===== src/rtl/vector_activation.sv =====
// rtl/vector_activation.sv - captures a packed vector and applies hard sigmoid/tanh one element per cycle
// Optional ACT_BIAS_EN adds a per-element saturating bias applied before activation.
module vector_activation #(
  parameter int NROW = 16,
  parameter int QN = 6,
  parameter int QM = 11,
  localparam int BITWIDTH = QN + QM + 1,
  localparam int LAYER_BITWIDTH = BITWIDTH * NROW
) (
  input  logic                      clk,
  input  logic                      reset,
  input  logic                      dataReady,
  input  logic [LAYER_BITWIDTH-1:0] inputVector,
`ifdef ACT_BIAS_EN
  input  logic [LAYER_BITWIDTH-1:0] biasVector,
`endif
  input  logic                      actSel,
  output logic                      busy,
  output logic                      outputValid,
  output logic                      overrun,
  output logic [LAYER_BITWIDTH-1:0] outputVector
);

  localparam int IDXW = (NROW > 1) ? $clog2(NROW) : 1;
  localparam logic [IDXW-1:0] LAST = IDXW'(NROW - 1);
  localparam logic signed [BITWIDTH-1:0] POS_ONE = BITWIDTH'(1 << QM);
  localparam logic signed [BITWIDTH-1:0] NEG_ONE = -POS_ONE;
  localparam logic signed [BITWIDTH:0] ONE_W = (BITWIDTH + 1)'(1 << QM);
  localparam logic signed [BITWIDTH:0] HALF_W = (BITWIDTH + 1)'(1 << (QM - 1));

  typedef enum logic [1:0] {IDLE, CALC, DONE} state_t;

  state_t                     state;
  logic [IDXW-1:0]            idx;
  logic                       sel_q;
  logic signed [BITWIDTH-1:0] work [NROW];
  logic signed [BITWIDTH-1:0] cur_x;
  logic signed [BITWIDTH-1:0] act_val;
`ifdef ACT_BIAS_EN
  logic signed [BITWIDTH-1:0] bias [NROW];
  logic [BITWIDTH:0]          sum;
`endif

  // Sigmoid sum is one bit wider than the element so the clamp sees the true sign.
  function automatic logic signed [BITWIDTH-1:0] activate(input logic signed [BITWIDTH-1:0] x,
                                                          input logic tanh_sel);
    logic signed [BITWIDTH:0] s;
    activate = x;
    if (tanh_sel) begin
      if (x > POS_ONE) activate = POS_ONE;
      else if (x < NEG_ONE) activate = NEG_ONE;
    end else begin
      s = ($signed({x[BITWIDTH-1], x}) >>> 2) + HALF_W;
      if (s[BITWIDTH]) activate = '0;
      else if (s > ONE_W) activate = POS_ONE;
      else activate = s[BITWIDTH-1:0];
    end
  endfunction

  always_comb begin
    cur_x = work[idx];
`ifdef ACT_BIAS_EN
    sum = {work[idx][BITWIDTH-1], work[idx]} + {bias[idx][BITWIDTH-1], bias[idx]};
    if (sum[BITWIDTH] != sum[BITWIDTH-1])
      cur_x = sum[BITWIDTH] ? {1'b1, {(BITWIDTH-1){1'b0}}} : {1'b0, {(BITWIDTH-1){1'b1}}};
    else
      cur_x = sum[BITWIDTH-1:0];
`endif
    act_val = activate(cur_x, sel_q);
  end

  always_ff @(posedge clk or negedge reset) begin
    if (!reset) begin
      state        <= IDLE;
      idx          <= '0;
      sel_q        <= 1'b0;
      busy         <= 1'b0;
      outputValid  <= 1'b0;
      overrun      <= 1'b0;
      outputVector <= '0;
      for (int k = 0; k < NROW; k++) begin
        work[k] <= '0;
`ifdef ACT_BIAS_EN
        bias[k] <= '0;
`endif
      end
    end else begin
      outputValid <= 1'b0;
      case (state)
        IDLE, DONE: begin
          if (dataReady) begin
            for (int k = 0; k < NROW; k++) begin
              work[k] <= inputVector[k*BITWIDTH +: BITWIDTH];
`ifdef ACT_BIAS_EN
              bias[k] <= biasVector[k*BITWIDTH +: BITWIDTH];
`endif
            end
            sel_q <= actSel;
            idx   <= '0;
            busy  <= 1'b1;
            state <= CALC;
          end else begin
            state <= IDLE;
          end
        end
        CALC: begin
          if (dataReady) overrun <= 1'b1;
          work[idx] <= act_val;
          if (idx == LAST) begin
            // The last element is merged in directly since work[] updates on this same edge.
            for (int k = 0; k < NROW; k++)
              outputVector[k*BITWIDTH +: BITWIDTH] <= (idx == IDXW'(k)) ? act_val : work[k];
            idx         <= '0;
            busy        <= 1'b0;
            outputValid <= 1'b1;
            state       <= DONE;
          end else begin
            idx <= idx + 1'b1;
          end
        end
        default: state <= IDLE;
      endcase
    end
  end

endmodule

===== config.mk =====
export PLATFORM = sky130hd
export DESIGN_NAME = vector_activation
export DESIGN_NICKNAME = d
export VERILOG_FILES = /design/src/rtl/vector_activation.sv
export SDC_FILE = /design/constraint.sdc
export NUM_CORES = 1
export LEC_CHECK = 0
export ABC_AREA = 1
export BUFFER_PORTS_ARGS = -buffer_cell sky130_fd_sc_hd__buf_4
export CAP_MARGIN = 20
export CELL_PAD_IN_SITES_DETAIL_PLACEMENT = 0
export CELL_PAD_IN_SITES_GLOBAL_PLACEMENT = 1
export CORE_ASPECT_RATIO = 0.9
export CORE_MARGIN = 1.5
export CORE_UTILIZATION = 33
export DETAILED_ROUTE_END_ITERATION = 7
export GPL_TIMING_DRIVEN = 0
export PLACE_DENSITY = 0.82
export SYNTH_ARGS = -nofsm -noshare
export SYNTH_HDL_FRONTEND = slang
export SYNTH_SLANG_ARGS = --single-unit

===== constraint.sdc =====
create_clock -name clk -period 3.6 [get_ports clk]
set_clock_uncertainty 0.15 [all_clocks]
set_input_delay 0.54 -clock clk [delete_from_list [all_inputs] [get_ports clk]]
set_output_delay 0.54 -clock clk [all_outputs]
set_load 0.1 [all_outputs]

==> results of run 1 <==
-- cells by family after synthesis --
kind of cell | after synthesis | share of synthesized area
simple gates | 2597 | 0.319
compound gates | 701 | 0.114
buf+inv | 789 | 0.0985
xor+xnor | 2 | 0.000556
fa+ha+maj | 8 | 0.00318
flops | 586 | 0.465
-- routing by layer --
metal	wire length, um	vias up	part of all wire	track usage
li1	-	15900	-	-
met1	69300	17100	0.40	0.458
met2	76600	2040	0.44	0.525
met3	19300	412	0.11	0.0762
met4	8780	2	0.050	0.152
met5	16	-	0.000092	0
-- flip-flops by register name, indices dropped and copies added, names as in the netlist --
signal	flops
outputVector	288
sel_q	1
busy	1
outputValid	1
idx	4
overrun	1
work	288
state	2
-- synth_stat cells (7+ instances only) --
master / instances / share of area
sky130_fd_sc_hd__o21ai_1: 38 / 0.0060
sky130_fd_sc_hd__dfrtp_1: 586 / 0.47
sky130_fd_sc_hd__ha_1: 8 / 0.0032
sky130_fd_sc_hd__nand3_1: 137 / 0.022
sky130_fd_sc_hd__buf_2: 43 / 0.0068
sky130_fd_sc_hd__a21oi_1: 154 / 0.024
sky130_fd_sc_hd__buf_4: 24 / 0.0057
sky130_fd_sc_hd__a22oi_1: 8 / 0.0019
sky130_fd_sc_hd__inv_1: 488 / 0.058
sky130_fd_sc_hd__clkbuf_1: 220 / 0.026
sky130_fd_sc_hd__nand2_2: 12 / 0.0024
sky130_fd_sc_hd__nand4_1: 7 / 0.0014
sky130_fd_sc_hd__nor2_1: 710 / 0.085
sky130_fd_sc_hd__o211ai_1: 17 / 0.0040
sky130_fd_sc_hd__o21ai_0: 480 / 0.076
sky130_fd_sc_hd__nand2_1: 1712 / 0.20
-- through the flow --
step / std cells / hold WS [ns] / worst slack, ns / util
global placement: 6518 / 0.301 / -5.03 / 0.396
finish: 6755 / 0.0525 / -0.197 / 0.459
global route: 6753 / 0.0563 / -0.236 / 0.459
detailed placement: 6530 / 0.300 / -2.18 / 0.399
CTS: 6704 / 0.0322 / -0.0261 / 0.439
floorplan: 4683 / 0.0944 / 0.125 / -
-- area by class of cell --
| class | instances | area, sq um |
|---|---|---|
| diodes | 3 | 7.51 |
| plain buffers | 291 | 1910 |
| clock buffers | 88 | 1980 |
| clock inverters | 35 | 588 |
| fillers | 9841 | 51200 |
| inverters | 497 | 1880 |
| multi-input cells | 3309 | 15100 |
| flip-flops and latches | 586 | 14700 |
| well taps | 1253 | 1570 |
| repair buffers | 692 | 5800 |
| repair inverters | 1 | 6.26 |
-- cells in the final DEF, fill, tap and decap left out, types with 17 or more instances in the layout --
master / count
sky130_fd_sc_hd__a21oi_1: 140
sky130_fd_sc_hd__buf_12: 41
sky130_fd_sc_hd__buf_4: 648
sky130_fd_sc_hd__buf_6: 26
sky130_fd_sc_hd__buf_8: 25
sky130_fd_sc_hd__clkbuf_1: 205
sky130_fd_sc_hd__clkbuf_16: 82
sky130_fd_sc_hd__dfrtp_1: 585
sky130_fd_sc_hd__inv_1: 485
sky130_fd_sc_hd__nand2_1: 1513
sky130_fd_sc_hd__nand2_2: 137
sky130_fd_sc_hd__nand2_4: 72
sky130_fd_sc_hd__nand3_1: 117
sky130_fd_sc_hd__nand3_2: 18
sky130_fd_sc_hd__nor2_1: 678
sky130_fd_sc_hd__nor2_2: 21
sky130_fd_sc_hd__nor2_4: 23
sky130_fd_sc_hd__o211ai_1: 17
sky130_fd_sc_hd__o21ai_0: 467
sky130_fd_sc_hd__o21ai_1: 48
-- worst min path at each step --
stage	from	cells past startpoint	slack, ns	to
final	dataReady	2	0.05	overrun$_DFFE_PN0P_
after floorplan	reset	0	0.09	busy$_DFFE_PN0P_
after CTS	dataReady	2	0.03	overrun$_DFFE_PN0P_
after global routing	dataReady	2	0.06	overrun$_DFFE_PN0P_
after detailed placement	reset	1	0.30	overrun$_DFFE_PN0P_
after global placement	overrun$_DFFE_PN0P_	1	0.30	overrun$_DFFE_PN0P_
-- what timing repair did --
action,in CTS,in global routing
hold endpoints to repair,36,0
buffers inserted,46,39
gates resized for setup,225,429
pin swaps,30,119
setup endpoints to repair,466,392
hold buffers,1,0
cloned,5,10
==> report_table.html, run 1 <==
<table>
<tr><th>Metric</th><th>Value</th></tr>
<tr><th colspan="2">Critical path</th></tr>
<tr><td>Beginning of the worst register-to-register path</td><td>idx[0]$_DFFE_PN0P_</td></tr>
<tr><td>Kind of cell with the highest combined delay on the critical path</td><td>simple AND/OR/NAND/NOR gates</td></tr>
<tr><td>Required time of the critical path</td><td>3.99 ns</td></tr>
<tr><td>Reg-to-reg critical path endpoint</td><td>work[4]$_DFFE_PN0P_</td></tr>
<tr><td>Maximum cell stage delay along the critical path</td><td>0.56 ns</td></tr>
<tr><td>Register-to-Register Setup Slack</td><td>-0.20 ns</td></tr>
<tr><td>Critical-path cell with the highest stage delay</td><td>sky130_fd_sc_hd__dfrtp_2</td></tr>
<tr><td>Critical Path, Cell by Cell</td><td>clkinv_4, buf_8, nand2_1, nand3_1, nand2_2, nand2_2, nand2_4, inv_1, nand2_2, ha_4, inv_2, nor2_4, nand4_1, ha_4, buf_12, nor2_4, nand3_2, nand2_4, buf_12, nand2_1, a22oi_1</td></tr>
<tr><td>Worst-case reg-to-reg path depth</td><td>21</td></tr>
<tr><td>Buffers plus inverters on the worst setup path</td><td>6</td></tr>
<tr><td>Crit path max fanout</td><td>10</td></tr>
<tr><td>WS Path Type</td><td>flop to flop</td></tr>
<tr><td>Critical Path Sink Type</td><td>flop</td></tr>
<tr><td>Logic depth of the worst setup path including buffers</td><td>21</td></tr>
<tr><td>CP arrival</td><td>4.18 ns</td></tr>
<tr><td>Crit. Startpoint</td><td>idx[0]$_DFFE_PN0P_</td></tr>
<tr><td>Dominant cell type by count on the critical path</td><td>sky130_fd_sc_hd__nand2_2</td></tr>
<tr><td>CP endpoint</td><td>work[4]$_DFFE_PN0P_</td></tr>
<tr><td>CP Launch Type</td><td>flop</td></tr>
<tr><th colspan="2">Clock network</th></tr>
<tr><td>Clock input transition at the sequential cells of the worst setup and hold paths</td><td>0.07 ns</td></tr>
<tr><td>TritonCTS clock tree</td><td>built</td></tr>
<tr><td>Worst skew pair latency</td><td>0.63 ns</td></tr>
<tr><td>Maximum clock path buffer count</td><td>3</td></tr>
<tr><td>Total CTS buffers</td><td>69</td></tr>
<tr><td>Clock root buffer master</td><td>sky130_fd_sc_hd__clkbuf_16</td></tr>
<tr><td>H-tree levels</td><td>3</td></tr>
<tr><td>TritonCTS Sinks</td><td>586</td></tr>
<tr><th colspan="2">Synth</th></tr>
<tr><td>Synth Area per Inst</td><td>6.73 sq um</td></tr>
<tr><td>Synth Register Bits</td><td>586</td></tr>
<tr><td>Most instantiated flip-flop cell in the synthesis netlist</td><td>sky130_fd_sc_hd__dfrtp_1</td></tr>
<tr><td>Seq/Total Area, Yosys</td><td>0.465</td></tr>
<tr><td>Library cells used by synthesis</td><td>29</td></tr>
<tr><td>Post-synthesis instance area</td><td>0.0315 sq mm</td></tr>
<tr><td>Ys async rst share</td><td>1.00</td></tr>
<tr><td>Count of flip-flops with a built-in enable after synthesis</td><td>0</td></tr>
<tr><td>Count of synthesis-stage warnings from yosys</td><td>0</td></tr>
<tr><td>Mapped Cells</td><td>4683</td></tr>
<tr><td>Number of nets produced by synthesis</td><td>4983</td></tr>
<tr><th colspan="2">Global route</th></tr>
<tr><td>Wire length of the first global-routing pass</td><td>235000 um</td></tr>
<tr><td>Initial antenna violation count</td><td>6</td></tr>
<tr><td>Number of global-route vias before repair</td><td>33000</td></tr>
<tr><td>GR Overflow Total</td><td>0</td></tr>
<tr><td>Total GRT Usage</td><td>0.341</td></tr>
<tr><td>Largest net degree at the start of global routing</td><td>118</td></tr>
<tr><th colspan="2">Timing</th></tr>
<tr><td>Highest clock frequency the design can meet</td><td>263 MHz</td></tr>
<tr><td>Number of pins with negative max-slew slack in the final report</td><td>0</td></tr>
<tr><td>Worst-Margin Slew</td><td>1.30 ns</td></tr>
<tr><td>Time the final worst path needs with I/O delays and setup</td><td>3.80 ns</td></tr>
<tr><td>Final-report hold violation count</td><td>0</td></tr>
<tr><td>Final worst-path setup slack</td><td>-0.197 ns</td></tr>
<tr><td>Final setup viols</td><td>243</td></tr>
<tr><td>Fin crit share</td><td>1.05</td></tr>
<tr><td>Setup repair after global routing missed its margin</td><td>yes</td></tr>
<tr><td>Worst-case headroom to the max-slew limit</td><td>0.132</td></tr>
<tr><td>Final sum of negative setup slack</td><td>-16.28 ns</td></tr>
<tr><th colspan="2">Die</th></tr>
<tr><td>Number of placement rows</td><td>107</td></tr>
<tr><td>Die Ht</td><td>296 um</td></tr>
<tr><td>Io pins</td><td>583</td></tr>
<tr><td>Core region area</td><td>0.0947 sq mm</td></tr>
<tr><td>Die area</td><td>0.0974 sq mm</td></tr>
<tr><td>Width of the chip</td><td>329 um</td></tr>
<tr><td>Initial Util</td><td>0.333</td></tr>
<tr><th colspan="2">Drt</th></tr>
<tr><td>DRC violation total after the first TritonRoute iteration</td><td>4117</td></tr>
<tr><td>Vias per std cell</td><td>5.25</td></tr>
<tr><td>Via count of the routed design</td><td>35400</td></tr>
<tr><td>Average routed wire per standard cell</td><td>25.8 um</td></tr>
<tr><td>Total routed wirelength</td><td>174000 um</td></tr>
<tr><td>Number of remaining DRC errors</td><td>0</td></tr>
<tr><td>Remaining number of nets flagged by the antenna check after routing</td><td>0</td></tr>
<tr><td>First drt pass iteration count</td><td>6</td></tr>
<tr><th colspan="2">Run status</th></tr>
<tr><td>Violated checks</td><td>negative setup slack</td></tr>
<tr><td>Status</td><td>finished with violations</td></tr>
<tr><th colspan="2">Final layout</th></tr>
<tr><td>Final design instance area without fill</td><td>0.0435 sq mm</td></tr>
<tr><td>Net count of the finished layout</td><td>5747</td></tr>
<tr><td>Fraction of layout instances using a drive strength above 1</td><td>0.221</td></tr>
<tr><td>Synthesis-to-finish area growth</td><td>38.0%</td></tr>
<tr><th colspan="2">Placement</th></tr>
<tr><td>Post-detail-place hpwl</td><td>127000 um</td></tr>
<tr><td>Weighted congestion at the end of routability-driven global placement</td><td>0.992</td></tr>
<tr><td>Number of buffers inserted by port buffering</td><td>582</td></tr>
<tr><td>Instance area at placement</td><td>0.0377 sq mm</td></tr>
<tr><th colspan="2">Min path</th></tr>
<tr><td>Hold/Removal Path Class</td><td>input port to flop</td></tr>
<tr><th colspan="2">Job</th></tr>
<tr><td>Max Cap Violations</td><td>0</td></tr>
</table>
Power of run 1 is left out: the tool's default activity adds up to more than one toggle a clock period on the data nets, which glitch-free logic cannot reach.
==> run 2: changes to the inputs <==
CTS_CLUSTER_DIAMETER = 150   (was not set)
CTS_CLUSTER_SIZE = 20   (was not set)
PLACE_DENSITY = 0.79   (was 0.82)
clock period = 4.2 ns   (was 3.6 ns; I/O delays follow)
==> run 2 against run 1 <==
The run still ends with negative setup slack left. Count of clock-buffer cells in the layout shrank 51. Via count decreased by 2.9%. Critical path depth decreased by 2. Register-to-register slack improved by 0.16 ns. Maximum frequency fell by 10%. Core utilization down 4.5 points.
==> report_table.html, run 2 (synthesized netlist as in run 1, its figures left out) <==
<table>
<tr><th>Metric</th><th>Value</th></tr>
<tr><th colspan="2">Critical path</th></tr>
<tr><td>Maximum cell stage delay along the critical path</td><td>0.56 ns</td></tr>
<tr><td>Critical-path cell with the highest stage delay</td><td>sky130_fd_sc_hd__buf_2</td></tr>
<tr><td>Dominant cell type by count on the critical path</td><td>sky130_fd_sc_hd__nand2_1</td></tr>
<tr><td>Critical Path Sink Type</td><td>flop</td></tr>
<tr><td>Critical Path, Cell by Cell</td><td>buf_4, buf_2, nand2_1, nand3_1, nand2_1, nand2_1, nand4_1, nor2_1, nand2_1, nor2_1, nand3_1, nand2_2, nand2_4, nor2_4, buf_4, nand2_1, nand2_1, nand2_1, o21ai_1</td></tr>
<tr><td>CP Launch Type</td><td>flop</td></tr>
<tr><td>Required time of the critical path</td><td>4.60 ns</td></tr>
<tr><td>Crit path max fanout</td><td>10</td></tr>
<tr><td>WS Path Type</td><td>flop to flop</td></tr>
<tr><td>CP arrival</td><td>4.64 ns</td></tr>
<tr><th colspan="2">Timing</th></tr>
<tr><td>Time the final worst path needs with I/O delays and setup</td><td>4.24 ns</td></tr>
<tr><td>Highest clock frequency the design can meet</td><td>236 MHz</td></tr>
<tr><td>Fin crit share</td><td>1.01</td></tr>
<tr><td>Final-report hold violation count</td><td>0</td></tr>
<tr><td>Number of pins with negative max-slew slack in the final report</td><td>0</td></tr>
<tr><td>Worst-Margin Slew</td><td>1.33 ns</td></tr>
<tr><td>Final setup viols</td><td>10</td></tr>
<tr><td>Final worst-path setup slack</td><td>-0.0411 ns</td></tr>
<tr><td>Setup repair after global routing missed its margin</td><td>yes</td></tr>
<tr><td>Worst-case headroom to the max-slew limit</td><td>0.113</td></tr>
<tr><th colspan="2">Drt</th></tr>
<tr><td>DRC violation total after the first TritonRoute iteration</td><td>4358</td></tr>
<tr><td>Vias per std cell</td><td>5.22</td></tr>
<tr><td>Total routed wirelength</td><td>167000 um</td></tr>
<tr><td>Average routed wire per standard cell</td><td>25.4 um</td></tr>
<tr><td>Via count of the routed design</td><td>34400</td></tr>
<tr><td>Number of remaining DRC errors</td><td>0</td></tr>
<tr><td>First drt pass iteration count</td><td>6</td></tr>
<tr><td>Remaining number of nets flagged by the antenna check after routing</td><td>0</td></tr>
<tr><th colspan="2">Global route</th></tr>
<tr><td>Largest net degree at the start of global routing</td><td>119</td></tr>
<tr><td>Wire length of the first global-routing pass</td><td>230000 um</td></tr>
<tr><td>GR Overflow Total</td><td>0</td></tr>
<tr><td>Total GRT Usage</td><td>0.334</td></tr>
<tr><td>Initial antenna violation count</td><td>5</td></tr>
<tr><td>Number of global-route vias before repair</td><td>32200</td></tr>
<tr><th colspan="2">Placement</th></tr>
<tr><td>Post-detail-place hpwl</td><td>126000 um</td></tr>
<tr><td>Cells after DPL</td><td>6528</td></tr>
<tr><td>Weighted congestion at the end of routability-driven global placement</td><td>1.00</td></tr>
<tr><td>Instance area at placement</td><td>0.0377 sq mm</td></tr>
<tr><td>Number of buffers inserted by port buffering</td><td>582</td></tr>
<tr><th colspan="2">Clock network</th></tr>
<tr><td>Clock root buffer master</td><td>sky130_fd_sc_hd__clkbuf_16</td></tr>
<tr><td>TritonCTS clock tree</td><td>built</td></tr>
<tr><td>Maximum clock path buffer count</td><td>3</td></tr>
<tr><td>Total CTS buffers</td><td>35</td></tr>
<tr><td>Clock input transition at the sequential cells of the worst setup and hold paths</td><td>0.10 ns</td></tr>
<tr><td>H-tree levels</td><td>2</td></tr>
<tr><td>Worst skew pair latency</td><td>0.63 ns</td></tr>
<tr><td>TritonCTS Sinks</td><td>586</td></tr>
<tr><th colspan="2">Final layout</th></tr>
<tr><td>Final Instance Count excl. Fillers</td><td>6593</td></tr>
<tr><td>Number of diodes</td><td>0</td></tr>
<tr><td>Filler cells</td><td>10200</td></tr>
<tr><td>Multi-input gate area</td><td>0.0139 sq mm</td></tr>
<tr><td>Synthesis-to-finish area growth</td><td>24.5%</td></tr>
<tr><td>Most frequent cells in the layout</td><td>sky130_fd_sc_hd__nand2_1, sky130_fd_sc_hd__nor2_1, sky130_fd_sc_hd__buf_4</td></tr>
<tr><td>Largest registers</td><td>outputVector x288, work x288, idx x4</td></tr>
<tr><td>Utilization of the core after routing</td><td>0.415</td></tr>
<tr><td>Fraction of layout instances using a drive strength above 1</td><td>0.147</td></tr>
<tr><td>Most common cell after layout, fill and taps aside</td><td>sky130_fd_sc_hd__nand2_1</td></tr>
<tr><td>Sequential cell area in the final layout</td><td>0.0147 sq mm</td></tr>
<tr><td>Final design instance area without fill</td><td>0.0393 sq mm</td></tr>
<tr><td>Net count of the finished layout</td><td>5639</td></tr>
<tr><th colspan="2">Die</th></tr>
<tr><td>Die area</td><td>0.0974 sq mm</td></tr>
<tr><td>Core region area</td><td>0.0947 sq mm</td></tr>
<tr><td>Width of the chip</td><td>329 um</td></tr>
<tr><td>Io pins</td><td>583</td></tr>
<tr><td>Number of placement rows</td><td>107</td></tr>
<tr><td>Initial Util</td><td>0.333</td></tr>
<tr><td>Die Ht</td><td>296 um</td></tr>
<tr><th colspan="2">Run status</th></tr>
<tr><td>Status</td><td>finished with violations</td></tr>
<tr><td>Violated checks</td><td>negative setup slack</td></tr>
<tr><th colspan="2">Min path</th></tr>
<tr><td>Hold/Removal Path Class</td><td>input port to flop</td></tr>
<tr><th colspan="2">Job</th></tr>
<tr><td>Max Cap Violations</td><td>0</td></tr>
</table>
-- run 2: changes by cell type in the layout (fill, tap and decap cells not counted), moves of 17 or more --
| cell | previous run | this run |
|---|---|---|
| sky130_fd_sc_hd__nand2_1 | 1513 | 1708 |
| sky130_fd_sc_hd__nand2_2 | 137 | 4 |
| sky130_fd_sc_hd__nand2_4 | 72 | 12 |
| sky130_fd_sc_hd__clkbuf_16 | 82 | 37 |
| sky130_fd_sc_hd__buf_12 | 41 | 8 |
| sky130_fd_sc_hd__nor2_1 | 678 | 703 |
| sky130_fd_sc_hd__buf_6 | 26 | 6 |
| sky130_fd_sc_hd__nand3_1 | 117 | 137 |
| sky130_fd_sc_hd__nand3_2 | 18 | 0 |
| sky130_fd_sc_hd__buf_4 | 648 | 631 |
-- run 2: per-layer routing --
| layer | up-vias | GRT usage | wire length, um |
|---|---|---|---|
| li1 | 15600 | - | - |
| met1 | 16600 | 0.455 | 69400 |
| met2 | 1843 | 0.514 | 73300 |
| met3 | 310 | 0.0728 | 17300 |
| met4 | 4 | 0.134 | 7300 |
| met5 | - | 0 | 23 |
-- run 2: repair_timing --
action	4_1_cts	5_1_grt
pin swaps	7	11
gates cloned	1	0
setup buffers	5	20
hold buffers	1	0
endpoints found under the hold margin	82	0
gates resized for setup	82	36
endpoints found under the setup margin	355	233
-- run 2: final cells by class --
type,instances,share of cell area
buffer,291,0.0375
multi-input combinational,3309,0.354
clock buffer,37,0.0236
tap,1253,0.0399
clock inverter,1,0.000414
sequential,586,0.374
timing repair buffer,619,0.123
inverter,497,0.0476
-- run 2: path summary, 6_finish.rpt --
check                                         start                            to  slack, ns  depth (start not counted)
worst max-delay path             idx[0]$_DFFE_PN0P_         work[161]$_DFFE_PN0P_      -0.04                         19
worst min-delay path                      dataReady           overrun$_DFFE_PN0P_       0.16                          2
worst max register to register   idx[0]$_DFFE_PN0P_         work[161]$_DFFE_PN0P_      -0.04                         19
worst min register to register  overrun$_DFFE_PN0P_           overrun$_DFFE_PN0P_       0.33                          1
max in group asynchronous                     reset          work[45]$_DFFE_PN0P_       1.38                          5
min in group asynchronous                     reset  outputVector[24]$_DFFE_PN0P_       0.42                          2
-- run 2: critical path: cells and delay by family, from the launching register on --
kind | cells | cell delay, ns
buf+inv | 3 | 1.21
compound gates | 1 | 0.07
flops | 1 | 0.46
simple gates | 15 | 2.22
-- run 2: per-stage QoR --
| step | TNS (ns) | setup slack (ns) | hold slack [ns] |
|---|---|---|---|
| after floorplan | 0 | 0.725 | 0.184 |
| after global placement | -2882.32 | -4.52 | 0.307 |
| after detailed placement | -289.12 | -1.69 | 0.300 |
| after CTS | 0 | 0.0115 | 0.151 |
| after global routing | -0.0244 | -0.0118 | 0.170 |
| final | -0.161 | -0.0411 | 0.164 |
Power of run 2 is left out for the same reason.
